### src/rtl/babbage_pkg.sv
// Shared constants for the forward/inverse Babbage difference engines.
// The coefficients generate f(n) = 2n^3 + 3n^2 + 4n + 5 from n = 0 upward.
package babbage_pkg;

    localparam int W_DEF     = 20;
    localparam int N_MAX_DEF = 63;

    // Initial f, first and second differences, and the constant third difference
    localparam int F0   = 5;
    localparam int D1_0 = 9;
    localparam int D2_0 = 18;
    localparam int D3   = 12;

    typedef enum logic [1:0] {
        IDLE = 2'd0,
        OP   = 2'd1,
        DONE = 2'd2
    } state_t;

endpackage

### src/rtl/babbage_step.sv
// Difference accumulator: loads f(0) and its differences, advances one term per adv.
// o_nf is the next term f(k+1), available combinationally alongside f(k).
module babbage_step
    import babbage_pkg::*;
#(
    parameter int W = W_DEF
) (
    input  logic         i_clk,
    input  logic         i_rst,
    input  logic         i_load,
    input  logic         i_adv,
    output logic [W-1:0] o_f,
    output logic [W-1:0] o_nf
);

    logic [W-1:0] r_f;
    logic [W-1:0] r_d1;
    logic [W-1:0] r_d2;
    logic [W-1:0] w_nf;

    assign w_nf = r_f + r_d1;

    always_ff @(posedge i_clk or posedge i_rst) begin
        if (i_rst) begin
            r_f  <= '0;
            r_d1 <= '0;
            r_d2 <= '0;
        end else if (i_load) begin
            r_f  <= W'(F0);
            r_d1 <= W'(D1_0);
            r_d2 <= W'(D2_0);
        end else if (i_adv) begin
            r_f  <= w_nf;
            r_d1 <= r_d1 + r_d2;
            r_d2 <= r_d2 + W'(D3);
        end
    end

    assign o_f  = r_f;
    assign o_nf = w_nf;

endmodule

### src/rtl/babbage_inv.sv
// Inverse Babbage engine: largest n in [0, N_MAX] with f(n) <= y, one term per clock.
// Optional fval result port is enabled by defining BABBAGE_INV_FVAL_EN.
//
// state | meaning
// IDLE  | ready=1, waiting for start; latches y and loads the accumulator
// OP    | one compare/advance per cycle over k = 0..N_MAX
// DONE  | one-cycle done_tick with results valid, then back to IDLE
module babbage_inv
    import babbage_pkg::*;
#(
    parameter int W     = W_DEF,
    parameter int N_MAX = N_MAX_DEF,
    localparam int NW   = $clog2(N_MAX + 1)
) (
    input  logic          clk,
    input  logic          rst,
    input  logic          start,
    input  logic [W-1:0]  y,
    output logic [NW-1:0] n,
    output logic          exact,
    output logic          under,
    output logic          sat,
    output logic          ready,
    output logic          done_tick
`ifdef BABBAGE_INV_FVAL_EN
    ,
    output logic [W-1:0]  fval
`endif
);

    state_t        r_state;
    state_t        w_next;

    logic [W-1:0]  r_y;
    logic [NW-1:0] r_k;
    logic [NW-1:0] r_n;
    logic          r_exact;
    logic          r_under;
    logic          r_sat;

    logic [W-1:0]  w_f;
    logic [W-1:0]  w_nf;
    logic          w_under_hit;
    logic          w_at_max;
    logic          w_over;
    logic          w_load;
    logic          w_adv;
    logic          w_fin;

    babbage_step #(.W(W)) u_step (
        .i_clk  (clk),
        .i_rst  (rst),
        .i_load (w_load),
        .i_adv  (w_adv),
        .o_f    (w_f),
        .o_nf   (w_nf)
    );

    assign w_under_hit = (r_k == '0) && (r_y < w_f);
    assign w_at_max    = (r_k == NW'(N_MAX));
    assign w_over      = (w_nf > r_y);

    always_ff @(posedge clk or posedge rst) begin
        if (rst) begin
            r_state <= IDLE;
        end else begin
            r_state <= w_next;
        end
    end

    always_comb begin
        w_next = r_state;
        case (r_state)
            IDLE:    if (start) w_next = OP;
            OP:      if (w_fin) w_next = DONE;
            DONE:    w_next = IDLE;
            default: w_next = IDLE;
        endcase
    end

    always_comb begin
        w_load    = 1'b0;
        w_adv     = 1'b0;
        w_fin     = 1'b0;
        ready     = 1'b0;
        done_tick = 1'b0;
        case (r_state)
            IDLE: begin
                ready  = 1'b1;
                w_load = start;
            end
            OP: begin
                w_fin = w_under_hit || w_at_max || w_over;
                w_adv = !w_fin;
            end
            DONE:    done_tick = 1'b1;
            default: ;
        endcase
    end

    // Results are cleared on acceptance and captured on the deciding OP cycle
    always_ff @(posedge clk or posedge rst) begin
        if (rst) begin
            r_y     <= '0;
            r_k     <= '0;
            r_n     <= '0;
            r_exact <= 1'b0;
            r_under <= 1'b0;
            r_sat   <= 1'b0;
        end else if (w_load) begin
            r_y     <= y;
            r_k     <= '0;
            r_n     <= '0;
            r_exact <= 1'b0;
            r_under <= 1'b0;
            r_sat   <= 1'b0;
        end else if (w_adv) begin
            r_k <= r_k + 1'b1;
        end else if (w_fin) begin
            r_n     <= w_under_hit ? '0 : r_k;
            r_exact <= !w_under_hit && (w_f == r_y);
            r_under <= w_under_hit;
            r_sat   <= !w_under_hit && w_at_max && (w_f < r_y);
        end
    end

    assign n     = r_n;
    assign exact = r_exact;
    assign under = r_under;
    assign sat   = r_sat;

`ifdef BABBAGE_INV_FVAL_EN
    logic [W-1:0] r_fval;

    // On an under result k is 0, so f still holds f(0) = 5
    always_ff @(posedge clk or posedge rst) begin
        if (rst) begin
            r_fval <= '0;
        end else if (w_load) begin
            r_fval <= '0;
        end else if (w_fin) begin
            r_fval <= w_f;
        end
    end

    assign fval = r_fval;
`endif

endmodule

### config.mk
export PLATFORM = sky130hd
export DESIGN_NAME = babbage_inv
export DESIGN_NICKNAME = d
export VERILOG_FILES = /design/src/rtl/babbage_pkg.sv /design/src/rtl/babbage_step.sv /design/src/rtl/babbage_inv.sv
export SDC_FILE = /design/constraint.sdc
export NUM_CORES = 1
export LEC_CHECK = 0
export BUFFER_PORTS_ARGS = -buffer_cell sky130_fd_sc_hd__buf_2
export CAP_MARGIN = 25
export CORE_MARGIN = 4
export CORE_UTILIZATION = 60
export CTS_BUF_LIST = sky130_fd_sc_hd__clkbuf_8
export CTS_CLUSTER_DIAMETER = 30
export DETAILED_ROUTE_END_ITERATION = 12
export PLACE_DENSITY = 0.86
export SLEW_MARGIN = 40
export SYNTH_ARGS = -nofsm -noshare
export SYNTH_HDL_FRONTEND = slang
export SYNTH_SLANG_ARGS = --single-unit
### constraint.sdc
create_clock -name clk -period 5.59 [get_ports clk]
set_clock_uncertainty 0.15 [all_clocks]
set_input_delay 1.118 -clock clk [delete_from_list [all_inputs] [get_ports clk]]
set_output_delay 1.118 -clock clk [all_outputs]
set_load 0.01 [all_outputs]
; Yosys cells after proc, flatten, opt, wreduce, memory -nomap -nowiden
; Index checks and enable logic that the tools add are counted.
[word_totals]
ff_bits = 97
input_bits = 23
out_inout_bits = 11
elab_cells = 67
[op_classes]
n_addsub = 4
order_cmp = 3
eq_ne = 7
n_mux = 29
n_reduce_logical = 14
[op_table]
columns = cell, n
row1 = 20-bit two-way mux, 6
row2 = 20-bit adder, 2
row3 = 20-bit < comparator, 2
row4 = 6-bit two-way mux, 6
row5 = 20-bit by 4-bit adder with 20-bit output (second input constant), 1
row6 = 20-bit == test, 1
row7 = 20-bit > comparator, 1
row8 = 1-bit two-way mux, 14
row9 = 6-bit by 1-bit adder with 6-bit output (second input constant), 1
row10 = 6-bit == test (second input constant), 1
row11 = 6-bit logical NOT, 1
row12 = 1-bit logical AND, 4
row13 = 2-bit two-way mux, 2
row14 = 2-bit != test (second input constant), 2
row15 = 2-bit case mux with 2 select lines, 1
row16 = 2-bit AND reduction, 2
row17 = 2-bit nonzero test, 2
row18 = 2-bit by 1-bit == test with 1-bit output (second input constant), 1
row19 = 2-bit == test (second input constant), 1
row20 = 1-bit logical NOT, 2
row21 = 2-bit logical NOT, 1
row22 = 1-bit logical OR, 2
row23 = 2-bit by 1-bit != test with 1-bit output (second input constant), 1

; Depth between registers and ports, before layout
[depth]
depth_word = 8
mapped_depth = 21

; Cells and area by module
; Synthesis repeated with hierarchy kept, for this count alone.
[hier_totals]
cells_unflattened = 696
area_unflattened_um2 = 6541.3
[by_module_without_submodules]
columns = module, n_inst, cells_each, area_each_um2
row1 = babbage_step, 1, 437, 4110.2
row2 = babbage_inv, 1, 259, 2431.1

; Worst setup path after synthesis
; Ideal clock, no wire load.
[synth_path]
kind = reg2reg
startpoint = register u_step.r_d1[8]
endpoint = register u_step.r_d2[17]
setup_ns = 0.136
t_arrival_ns = 3.908
t_required_ns = 5.304
setup_slack_ns = 1.395
stages_incl_launch_ff = 20
path_cell_list = dfrtp_1 ha_1 clkbuf_1 nand3_1 nor2_1 a31oi_1 a21oi_1 nor3_1 or3_1 and2_1 xor2_1 ha_1 a21oi_1 o21ai_0 o31ai_4 nand3b_4 buf_6 buf_2 o41ai_1 a21oi_1
[synth_between]
elab_chain_cells = 6
[synth_lines]
columns = item, line
row1 = "start, declared", babbage_step.sv:17  ; logic [W-1:0] r_d1;
row2 = "start signal, assigned", babbage_step.sv:30  ; r_d1 <= W'(D1_0);
row3 = "start signal, assigned", babbage_step.sv:34  ; r_d1 <= r_d1 + r_d2;
row4 = 20-bit adder, babbage_step.sv:21  ; assign w_nf = r_f + r_d1;
row5 = 20-bit > comparator, babbage_inv.sv:61  ; assign w_over = (w_nf > r_y);
row6 = 1-bit logical OR, babbage_inv.sv:93  ; w_fin = w_under_hit || w_at_max || w_over;
row7 = 1-bit logical NOT, babbage_inv.sv:94  ; w_adv = !w_fin;
row8 = 1-bit two-way mux, babbage_inv.sv:87  ; case (r_state)
row9 = 2-bit nonzero test (no line), -
row10 = "end signal, assigned", babbage_step.sv:31  ; r_d2 <= W'(D2_0);
row11 = "end signal, assigned", babbage_step.sv:35  ; r_d2 <= r_d2 + W'(D3);
row12 = "end, declared", babbage_step.sv:18  ; logic [W-1:0] r_d2;
; No other way between the ends.
; A chain may end at the register's enable or synchronous reset.

; Final worst setup path
[layout_path]
startpoint = register u_step.r_d1[2]
endpoint = register u_step.r_d2[11]
; Same word-level chain as after synthesis.

==> flow_results.xml <==
<?xml version="1.0" encoding="UTF-8"?>
<metrics>
  <group name="outcome">
    <metric name="run_status" unit="">finished, final reports clean</metric>
  </group>
  <group name="hold_path">
    <metric name="hold_path_class" unit="">reg2reg</metric>
  </group>
  <group name="die">
    <metric name="placement_rows" unit="">37</metric>
    <metric name="core_region_area" unit="um2">10500</metric>
    <metric name="floorplan.die_area" unit="um2">12700</metric>
    <metric name="initial_utilization" unit="">0.624</metric>
    <metric name="die_h" unit="um">113</metric>
    <metric name="design.portCount" unit="">34</metric>
    <metric name="floorplan.die.width" unit="um">113</metric>
  </group>
  <group name="synth">
    <metric name="ys_seq_elements" unit="">96</metric>
    <metric name="ys.warnings.count" unit="">0</metric>
    <metric name="asr_flop_ratio_synth" unit="">1.00</metric>
    <metric name="syn_area_per_cell" unit="um2">8.90</metric>
    <metric name="synth.cell_area" unit="um2">6560</metric>
    <metric name="syn_nets" unit="">841</metric>
    <metric name="synth_edf_count" unit="">0</metric>
    <metric name="ys_dominant_reg_cell" unit="">sky130_fd_sc_hd__dfrtp_1</metric>
    <metric name="synth_sequential_area_ratio" unit="">0.366</metric>
    <metric name="number_of_cells_produced_by_synthesis" unit="">737</metric>
    <metric name="netlist-cell-type-count" unit="">56</metric>
  </group>
  <group name="route">
    <metric name="remaining_drc_errors" unit="">0</metric>
    <metric name="drt_first_pass_iters" unit="">5</metric>
    <metric name="met3_length" unit="um">744</metric>
    <metric name="drtIter0Drc" unit="">397</metric>
    <metric name="via_count" unit="">5646</metric>
    <metric name="routed_via_density" unit="">6.29</metric>
    <metric name="route.layer.met1.wl" unit="mm">6.46</metric>
    <metric name="wire_per_inst" unit="um">16.4</metric>
    <metric name="route.top_layer_used" unit="">met4</metric>
    <metric name="met2WireLength" unit="mm">7.13</metric>
    <metric name="finalWirelength" unit="mm">14.8</metric>
    <metric name="route.antenna.remaining_nets" unit="">0</metric>
  </group>
  <group name="sta">
    <metric name="setup_repair_after_global_routing_missed_its_margin" unit="">no</metric>
    <metric name="fin_setup_tns" unit="ns">0</metric>
    <metric name="report.final.hold_viol_count" unit="">0</metric>
    <metric name="period_share" unit="">0.891</metric>
    <metric name="timing.slew.headroom" unit="">0.481</metric>
    <metric name="setup_slack" unit="ns">0.610</metric>
    <metric name="min_period" unit="ns">4.98</metric>
    <metric name="final-max-slew-violation-count" unit="">0</metric>
    <metric name="maximum_clock_frequency" unit="MHz">201</metric>
    <metric name="setup_violations" unit="">0</metric>
    <metric name="max_slew.worst_pin.slew" unit="ns">0.777</metric>
  </group>
  <group name="clocking">
    <metric name="cts.hold.buffers_added" unit="">0</metric>
    <metric name="insertion_delay" unit="ns">0.37</metric>
    <metric name="cts.path.max_buffers" unit="">2</metric>
    <metric name="clk_pin_slew" unit="ns">0.09</metric>
    <metric name="cts_setup_buffers" unit="">0</metric>
    <metric name="cts-resized-gates" unit="">0</metric>
    <metric name="clock_sink_count" unit="">96</metric>
    <metric name="cts.htree.levels" unit="">3</metric>
    <metric name="cts_tree" unit="">built</metric>
    <metric name="clk_root_buffer_cell" unit="">sky130_fd_sc_hd__clkbuf_8</metric>
    <metric name="cts_inserted_buffers" unit="">9</metric>
  </group>
  <group name="placed_design">
    <metric name="dpl_worst_slack" unit="ns">0.677</metric>
    <metric name="port-buffer-count" unit="">33</metric>
    <metric name="place_hpwl" unit="mm">11.0</metric>
    <metric name="routabilityCongestion" unit="">0.943</metric>
  </group>
  <group name="global_routing">
    <metric name="groute.usage.overall" unit="">0.237</metric>
    <metric name="grt_pass1_wl" unit="mm">25.3</metric>
    <metric name="global_route.overflow_total" unit="">0</metric>
    <metric name="grt_max_degree" unit="">65</metric>
    <metric name="vias_in_the_first_global_route" unit="">5613</metric>
    <metric name="initial_antenna_violation_count" unit="">0</metric>
  </group>
  <group name="power">
    <metric name="powerDensity" unit="nW/um2">610</metric>
    <metric name="power.ir.vdd_worst" unit="mV">0.419</metric>
    <metric name="static-leakage-power" unit="nW">3.45</metric>
  </group>
  <group name="cells_and_area">
    <metric name="area.sequential" unit="um2">2400</metric>
    <metric name="fraction_of_layout_cells_with_a_size_suffix_above_1" unit="">0.0892</metric>
    <metric name="multi_input_area" unit="um2">3880</metric>
    <metric name="fill_cell_total_of_the_finished_layout" unit="">799</metric>
    <metric name="area_delta_synth_final" unit="%">7.42</metric>
    <metric name="num-nets-final" unit="">861</metric>
    <metric name="antenna_cells" unit="">0</metric>
  </group>
  <group name="critical_path">
    <metric name="setup.worst_path.start_class" unit="">register</metric>
    <metric name="setup_crit_end_kind" unit="">register</metric>
    <metric name="timing.critical_path.required" unit="ns">5.73</metric>
    <metric name="crit_type" unit="">reg2reg</metric>
    <metric name="worst_path_maximum_fanout" unit="">43</metric>
    <metric name="timing.critical_path.arrival" unit="ns">5.12</metric>
  </group>
  <group name="flow_run">
    <metric name="max_cap_violations" unit="">0</metric>
  </group>
</metrics>
flip-flops by register name, indices dropped and copies added (netlist names):
register and flops:
exact 1, r_y 20, r_k 6, u_step.r_d1 20, n 6, sat 1
u_step.o_f 20, under 1, r_state 2, u_step.r_d2 19
synth_stat cells (3+ instances only):
| cell type | count | area, um2 |
|---|---|---|
| sky130_fd_sc_hd__o21a_1 | 3 | 22.5 |
| sky130_fd_sc_hd__nor2_1 | 30 | 113 |
| sky130_fd_sc_hd__buf_2 | 4 | 20.0 |
| sky130_fd_sc_hd__ha_1 | 80 | 1000 |
| sky130_fd_sc_hd__or3_1 | 4 | 25.0 |
| sky130_fd_sc_hd__clkbuf_1 | 23 | 86.3 |
| sky130_fd_sc_hd__o2111ai_1 | 4 | 35.0 |
| sky130_fd_sc_hd__a31oi_1 | 7 | 43.8 |
| sky130_fd_sc_hd__o21bai_1 | 7 | 52.6 |
| sky130_fd_sc_hd__nand2b_1 | 7 | 43.8 |
| sky130_fd_sc_hd__o211ai_1 | 6 | 45.0 |
| sky130_fd_sc_hd__xnor2_1 | 23 | 201 |
| sky130_fd_sc_hd__and3_1 | 12 | 75.1 |
| sky130_fd_sc_hd__o31ai_1 | 20 | 150 |
| sky130_fd_sc_hd__or4_1 | 16 | 120 |
| sky130_fd_sc_hd__dfrtp_1 | 96 | 2400 |
| sky130_fd_sc_hd__o21ai_1 | 6 | 30.0 |
| sky130_fd_sc_hd__inv_1 | 40 | 150 |
| sky130_fd_sc_hd__nand3_1 | 57 | 285 |
| sky130_fd_sc_hd__xor2_1 | 14 | 123 |
| sky130_fd_sc_hd__o21ai_0 | 56 | 280 |
| sky130_fd_sc_hd__nor3_1 | 11 | 55.1 |
| sky130_fd_sc_hd__a21oi_1 | 53 | 265 |
| sky130_fd_sc_hd__nor2b_1 | 6 | 37.5 |
| sky130_fd_sc_hd__nand2_1 | 83 | 312 |
| sky130_fd_sc_hd__a21o_1 | 17 | 128 |
| sky130_fd_sc_hd__nand4_1 | 12 | 75.1 |
final cells by class:
class	count	share of cell area
Clock buffer	11	0.0215
Sequential cell	96	0.341
Tap cell	136	0.0241
Multi-Input combinational cell	571	0.551
Timing Repair Buffer	39	0.0298
Inverter	40	0.0217
Clock inverter	5	0.0114
worst paths after layout:
kind / slack [ns] / startpoint / end / cells after the start
worst max-delay path: 0.61 / u_step.r_d1[2] / u_step.r_d2[11] / 16
worst min-delay path: 0.35 / u_step.r_d1[0] / u_step.r_d1[0] / 1
worst max register to register: 0.61 / u_step.r_d1[2] / u_step.r_d2[11] / 16
worst min register to register: 0.35 / u_step.r_d1[0] / u_step.r_d1[0] / 1
max in group asynchronous: 3.56 / rst / u_step.o_f[6] / 3
min in group asynchronous: 0.65 / rst / n[2] / 2
power breakdown:
| part | leakage [nW] | switching, W | total, W | internal, W |
|---|---|---|---|---|
| clock network | 0.117 | 0.000241 | 0.000517 | 0.000276 |
| logic | 2.08 | 0.00165 | 0.00266 | 0.00101 |
| registers | 1.25 | 0.000193 | 0.00112 | 0.000931 |
through the flow:
step | util | std cells | power, W | instance area (um2) | hold WS [ns]
final | 0.671 | 898 | 0.00430 | 7050 | 0.354
after global routing | 0.671 | 898 | 0.00470 | 7050 | 0.357
after CTS | 0.670 | 898 | 0.00428 | 7050 | 0.351
after detailed placement | 0.648 | 882 | 0.00374 | 6810 | 0.328
after global placement | 0.648 | 882 | 0.00355 | 6810 | 0.309
after floorplan | - | 737 | 0.00315 | 6560 | 0.291
metal layers:
layer | global-route usage | up-vias
met5 | 0 | -
met3 | 0.0410 | 37
met1 | 0.300 | 2707
met2 | 0.408 | 176
met4 | 0.0833 | 0
li1 | - | 2726
worst max-delay path: stages, from the launching register on:
cell	delay, ns
sky130_fd_sc_hd__dfrtp_1	0.41
sky130_fd_sc_hd__ha_1	0.36
sky130_fd_sc_hd__o21ai_0	0.12
sky130_fd_sc_hd__o21ai_0	0.35
sky130_fd_sc_hd__a31oi_1	0.16
sky130_fd_sc_hd__a21oi_1	0.27
sky130_fd_sc_hd__nor3_1	0.10
sky130_fd_sc_hd__or3_1	0.36
sky130_fd_sc_hd__and2_1	0.17
sky130_fd_sc_hd__xor2_1	0.15
sky130_fd_sc_hd__ha_1	0.32
sky130_fd_sc_hd__a21oi_1	0.17
sky130_fd_sc_hd__o21ai_0	0.17
sky130_fd_sc_hd__o31ai_4	0.42
sky130_fd_sc_hd__nand3b_4	0.40
sky130_fd_sc_hd__or4_1	0.62
sky130_fd_sc_hd__a21oi_1	0.18
cell families (layout without fill, tap and decap cells):
group | count (synthesis) | in the layout | share of synthesized area
and+or+nand+nor | 255 | 255 | 0.197
AOI/OAI and AO/OA | 195 | 195 | 0.184
DFF | 96 | 96 | 0.366
adders and majority gates | 81 | 81 | 0.156
buffers and inverters | 70 | 95 | 0.0431
xor gates and xnor gates | 37 | 37 | 0.0494
muxes | 3 | 3 | 0.00477
cells in the final DEF (no fill, tap or decap), types with 11 or more instances in the layout:
cell type and n:
sky130_fd_sc_hd__nand3_1 57, sky130_fd_sc_hd__a21o_1 17, sky130_fd_sc_hd__nand2_1 83, sky130_fd_sc_hd__inv_1 40, sky130_fd_sc_hd__clkbuf_8 11, sky130_fd_sc_hd__a21oi_1 53
sky130_fd_sc_hd__ha_1 80, sky130_fd_sc_hd__nor3_1 11, sky130_fd_sc_hd__xor2_1 14, sky130_fd_sc_hd__o31ai_1 20, sky130_fd_sc_hd__dfrtp_1 96, sky130_fd_sc_hd__xnor2_1 23
sky130_fd_sc_hd__buf_2 33, sky130_fd_sc_hd__o21ai_0 56, sky130_fd_sc_hd__nor2_1 29, sky130_fd_sc_hd__and3_1 12, sky130_fd_sc_hd__or4_1 16, sky130_fd_sc_hd__nand4_1 12
No activity file was read; power rests on OpenSTA's default activity.
